<file path="src/rtl/key_evt_pkg.sv">
// Shared state encoding and default timing for the key event FSM.
// Defaults assume a 100 MHz clock.
package key_evt_pkg;

    typedef enum logic [2:0] {
        ST_IDLE,
        ST_PRESS1,
        ST_WAIT2,
        ST_PRESS2,
        ST_LONG
    } state_t;

    localparam int LONG_CYC_DEF    = 100_000_000;
    localparam int DBL_GAP_CYC_DEF = 30_000_000;
    localparam int REPEAT_CYC_DEF  = 20_000_000;

    function automatic int max3(input int a, input int b, input int c);
        int m;
        m = a;
        if (b > m) m = b;
        if (c > m) m = c;
        return m;
    endfunction

endpackage

</file>
<file path="src/rtl/key_edge_det.sv">
// Arming, previous-level tracking and press/release edge strobes.
// Strobes are combinational; key_state is registered.
module key_edge_det #(
    parameter bit ACTIVE_LOW = 1'b1
) (
    input  logic clk,
    input  logic rst_n,
    input  logic key_in,
    output logic press_e,
    output logic release_e,
    output logic key_state
);

    logic pressed;
    logic key_prev;
    logic armed;

    assign pressed   = key_in ^ ACTIVE_LOW;
    assign press_e   = armed & pressed & ~key_prev;
    assign release_e = armed & ~pressed & key_prev;

    // A key held through reset stays unarmed until it is seen released.
    always_ff @(posedge clk or negedge rst_n) begin
        if (!rst_n) begin
            key_prev  <= 1'b0;
            armed     <= 1'b0;
            key_state <= 1'b0;
        end else begin
            key_prev  <= pressed;
            key_state <= armed & pressed;
            if (!pressed) armed <= 1'b1;
        end
    end

endmodule

</file>
<file path="src/rtl/key_event_fsm.sv">
// Key gesture FSM: press/release, click, double click, long press
// and auto-repeat pulses, all registered and one cycle wide.
module key_event_fsm
    import key_evt_pkg::*;
#(
    parameter bit ACTIVE_LOW  = 1'b1,
    parameter int LONG_CYC    = LONG_CYC_DEF,
    parameter int DBL_GAP_CYC = DBL_GAP_CYC_DEF,
    parameter int REPEAT_CYC  = REPEAT_CYC_DEF
) (
    input  logic clk,
    input  logic rst_n,
    input  logic key_in,
    output logic key_state,
    output logic press_p,
    output logic release_p,
    output logic click_p,
    output logic dbl_p,
    output logic long_p,
    output logic rep_p
);

    localparam int CNT_MAX = max3(LONG_CYC, DBL_GAP_CYC, REPEAT_CYC);
    localparam int CW      = $clog2(CNT_MAX + 1);

    localparam logic [CW-1:0] LONG_T = CW'(LONG_CYC - 1);
    localparam logic [CW-1:0] GAP_T  = CW'(DBL_GAP_CYC - 1);
    localparam logic [CW-1:0] REP_T  = CW'(REPEAT_CYC - 1);
    localparam logic [CW-1:0] SAT    = CW'(CNT_MAX);

    logic press_e;
    logic release_e;

    key_edge_det #(
        .ACTIVE_LOW(ACTIVE_LOW)
    ) u_edge (
        .clk      (clk),
        .rst_n    (rst_n),
        .key_in   (key_in),
        .press_e  (press_e),
        .release_e(release_e),
        .key_state(key_state)
    );

    state_t        state;
    state_t        state_nx;
    logic [CW-1:0] cnt;
    logic [CW-1:0] cnt_nx;
    logic          clr;
    logic          click_nx;
    logic          dbl_nx;
    logic          long_nx;
    logic          rep_nx;

    always_comb begin
        state_nx = state;
        clr      = 1'b0;
        click_nx = 1'b0;
        dbl_nx   = 1'b0;
        long_nx  = 1'b0;
        rep_nx   = 1'b0;
        unique case (state)
            ST_IDLE: begin
                if (press_e) state_nx = ST_PRESS1;
            end
            ST_PRESS1: begin
                if (release_e) begin
                    state_nx = ST_WAIT2;
                end else if (cnt == LONG_T) begin
                    long_nx  = 1'b1;
                    state_nx = ST_LONG;
                end
            end
            // A press on the terminal cycle still wins over the click.
            ST_WAIT2: begin
                if (press_e) begin
                    state_nx = ST_PRESS2;
                end else if (cnt == GAP_T) begin
                    click_nx = 1'b1;
                    state_nx = ST_IDLE;
                end
            end
            ST_PRESS2: begin
                if (release_e) begin
                    dbl_nx   = 1'b1;
                    state_nx = ST_IDLE;
                end else if (cnt == LONG_T) begin
                    long_nx  = 1'b1;
                    state_nx = ST_LONG;
                end
            end
            ST_LONG: begin
                if (release_e) begin
                    state_nx = ST_IDLE;
                end else if (cnt == REP_T) begin
                    rep_nx = 1'b1;
                    clr    = 1'b1;
                end
            end
            default: state_nx = ST_IDLE;
        endcase

        if (state_nx != state || clr) begin
            cnt_nx = '0;
        end else if (cnt != SAT) begin
            cnt_nx = cnt + CW'(1);
        end else begin
            cnt_nx = cnt;
        end
    end

    always_ff @(posedge clk or negedge rst_n) begin
        if (!rst_n) begin
            state     <= ST_IDLE;
            cnt       <= '0;
            press_p   <= 1'b0;
            release_p <= 1'b0;
            click_p   <= 1'b0;
            dbl_p     <= 1'b0;
            long_p    <= 1'b0;
            rep_p     <= 1'b0;
        end else begin
            state     <= state_nx;
            cnt       <= cnt_nx;
            press_p   <= press_e;
            release_p <= release_e;
            click_p   <= click_nx;
            dbl_p     <= dbl_nx;
            long_p    <= long_nx;
            rep_p     <= rep_nx;
        end
    end

endmodule

</file>
<file path="config.mk">
export PLATFORM = sky130hd
export DESIGN_NAME = key_event_fsm
export DESIGN_NICKNAME = d
export VERILOG_FILES = /design/src/rtl/key_evt_pkg.sv /design/src/rtl/key_edge_det.sv /design/src/rtl/key_event_fsm.sv
export SDC_FILE = /design/constraint.sdc
export NUM_CORES = 1
export LEC_CHECK = 0
export CAP_MARGIN = 10
export CORE_ASPECT_RATIO = 0.6
export CORE_MARGIN = 4
export CORE_UTILIZATION = 42
export DETAILED_ROUTE_END_ITERATION = 10
export GPL_TIMING_DRIVEN = 0
export PLACE_DENSITY = 0.65
export SYNTH_ARGS = -nofsm -noshare
export SYNTH_HDL_FRONTEND = slang
export SYNTH_SLANG_ARGS = --single-unit
export TNS_END_PERCENT = 30
</file>
<file path="constraint.sdc">
create_clock -name clk -period 2.6 [get_ports clk]
set_input_delay 0.52 -clock clk [delete_from_list [all_inputs] [get_ports clk]]
set_output_delay 0.52 -clock clk [all_outputs]
set_load 0.05 [all_outputs]
</file>
==> results.md <==
- Status: finished, final reports clean
- Die W: 98.24 um
- ANT nets after route: 0
- First-pass GRT wire length: 7438 um
- Post-Syn Nets: 219
- Initial DRC Count: 64
- Hold slack final: 343.7 ps
- Final Slew Violations: 0
- Min cycle time layout: 2503 ps
- Fin. Hold Viols: 0
- Sink Count: 39
- Number of buffers created by CTS: 5
- Reg clk slew, reported paths: 70 ps
- Ys Warns: 0
- Highest clock rate: 399.5 MHz
- CTS Hold Bufs: 0
- Worst-margin pin slew: 848.5 ps
- Die height: 62.14 um
- Port bufs: 9
- Peak VDD IR: 0.0002907 V
- Nets: 241
- DR WL/cell: 15.14 um
- Pwr/cell area: 541.5 nW/um^2
- Vias: 1618
- Gr usage total: 14.92%
- Largest net degree at the start of global routing: 40
- Layout cells sized above 1: 11.81%
- DR pass1 iterations: 4
- DP Area: 2216 sq um
- Netlist cell types: 38
- Root Buffer: clkbuf_8
- Yosys top cell area share: 47.56%
- Top area cells in the synthesized netlist: dfrtp_1 48%, nor3_1 8.3%, xnor2_1 8.1%
- RSZ-0062 raised after global routing: no
- Multi-input gate area: 1013 sq um
- HP Class: in2async
- Mapped Area: 2052 sq um
- Fill cells: 438
- Synthesis-stage register bit count: 39
- Leakage: 0.9199 nW
- RD Place Congestion: 0.7839
- Number of synthesized flops with an enable pin: 0
- Setup CP Type: reg2reg
- CP Max Fanout: 8
- Critical Path AT: 2670 ps
- Cell with the most instances after synthesis: dfrtp_1
- Clock skew: 5.143 ps
- Initial antenna violation count: 0
- Startpoint types: flop
- Sequential share of the synthesized area: 47.56%
- Via density: 5.393
- IO Pins: 10
- Setup TNS: 0 ps
- Cells after synthesis: 214
- Finished Cell Area: 2385 sq um
- Vias in the first global route: 1470
- Skew-Pair Late Insertion Delay: 290 ps
- CTS tree: done
- DIE AREA: 6104 sq um
- Final WL: 4541 um
- Htree depth: 2
- Worst Setup End Kind: flop
- Initial core utilization: 44.26%
- Most used DFF post-synth: dfrtp_1
- Async set or reset register ratio after synthesis: 100.0%
- FF+latch area: 975.9 sq um
- Slew HR: 43.43%
- Max cap viols: 0
- Cell row count: 19
- Tcrit/Tclk final: 96.28%
- Cell taking the most area after synthesis: dfrtp_1
- Area growth from synthesis to layout: 16.22%
- Gr ovfl total: 0
- Worst Path Required: 2770 ps
- DR DRC count: 0
- Detailed placement HPWL: 3058 um
- Commonest cells post-synth: 39 x dfrtp_1, 34 x nor3_1, 19 x xnor2_1
- Clk buf depth: 2
- # setup viols final: 0
- Diode count: 0
- Mean Syn Cell Area: 9.589 sq um
- Core ar.: 4636 sq um
## per-stage QoR
stage	total power (W)	worst slack (ps)	instances	util, %
2_1_floorplan	0.0008250	265.6	214	-
3_3_place_gp	0.0008844	-27.78	286	47.91
3_5_place_dp	0.0008845	-36.40	286	47.80
4_1_cts	0.001284	27.93	294	49.72
5_1_grt	0.001375	13.62	300	51.44
6_report	0.001291	96.71	300	51.44
## per-layer routing
| layer | share of wire, % | wire length, um | up-vias | global-route usage, % |
|---|---|---|---|---|
| li1 | - | - | 808 | - |
| met1 | 52 | 2375 | 766 | 24.19 |
| met2 | 40 | 1832 | 42 | 19.24 |
| met3 | 7.2 | 325 | 2 | 5.257 |
| met4 | 0.18 | 8 | 0 | 1.533 |
| met5 | 0 | 0 | - | 0 |
## worst max-delay path: stages (launching register included)
cell and delay [ps]:
dfrtp_1 490, or4b_1 610, or3_1 320, or4_4 550, o211ai_4 180, buf_6 180, nor3_1 60
## placed cells by master, fill, tap and decap left out, drive strengths merged, types with 3 or more instances in the layout
| cell | count |
|---|---|
| nand2 | 14 |
| nor2 | 13 |
| nand3b | 3 |
| nand3 | 6 |
| xnor2 | 19 |
| a21oi | 6 |
| nor4 | 9 |
| o211ai | 3 |
| nor2b | 3 |
| inv | 10 |
| xor2 | 6 |
| or4 | 6 |
| dfrtp | 39 |
| clkbuf | 14 |
| or2 | 3 |
| clkdlybuf4s50 | 8 |
| nand4 | 9 |
| nor3 | 34 |
| buf | 11 |
## registers in the layout, summed over array words and instances (netlist names)
register,flops
cnt,27
state,3
click_p,1
dbl_p,1
long_p,1
press_p,1
release_p,1
rep_p,1
u_edge.armed,1
u_edge.key_prev,1
u_edge.key_state,1
## path summary, 6_finish.rpt
path / startpoint / endpoint / cells after the start / slack [ps]
max reg2reg: cnt[8] / cnt[16] / 6 / 100
max: cnt[8] / cnt[16] / 6 / 100
max in group asynchronous: rst_n / cnt[17] / 1 / 1730
min in group clk: u_edge.key_prev / press_p / 1 / 530
min: rst_n / dbl_p / 1 / 340
min reg2reg: u_edge.key_prev / press_p / 1 / 530
## kinds of logic after synthesis
group / share of synthesized area (%)
multiplexers: 0.4878
flip-flops: 47.56
adder cells (fa/ha/maj): 1.219
AO/OA/AOI/OAI: 4.390
XOR/XNOR: 10.67
AND/OR/NAND/NOR: 30.73
buffers and inverters: 4.939
## where the power goes
part,internal (W),switching [W],leakage [nW]
sequential,0.000640,0.0000385,0.526
combinational,0.0000905,0.000132,0.352
clock,0.000188,0.000203,0.0422
total,0.000918,0.000373,0.920
## timing repair
action,in CTS,in global routing
buffers inserted,0,4
gates resized for setup,1,7
setup endpoints to repair,20,20
pin swaps,0,1
gates cloned,0,3
## area by class of cell
class | count | area share, %
flip-flops and latches | 39 | 40.92
repair buffers | 15 | 5.771
well taps | 63 | 3.305
multi-input cells | 154 | 42.50
clock buffers | 7 | 3.200
inverters | 10 | 1.574
plain buffers | 11 | 2.518
clock inverters | 1 | 0.2099
(Power assumes the default switching activity.)
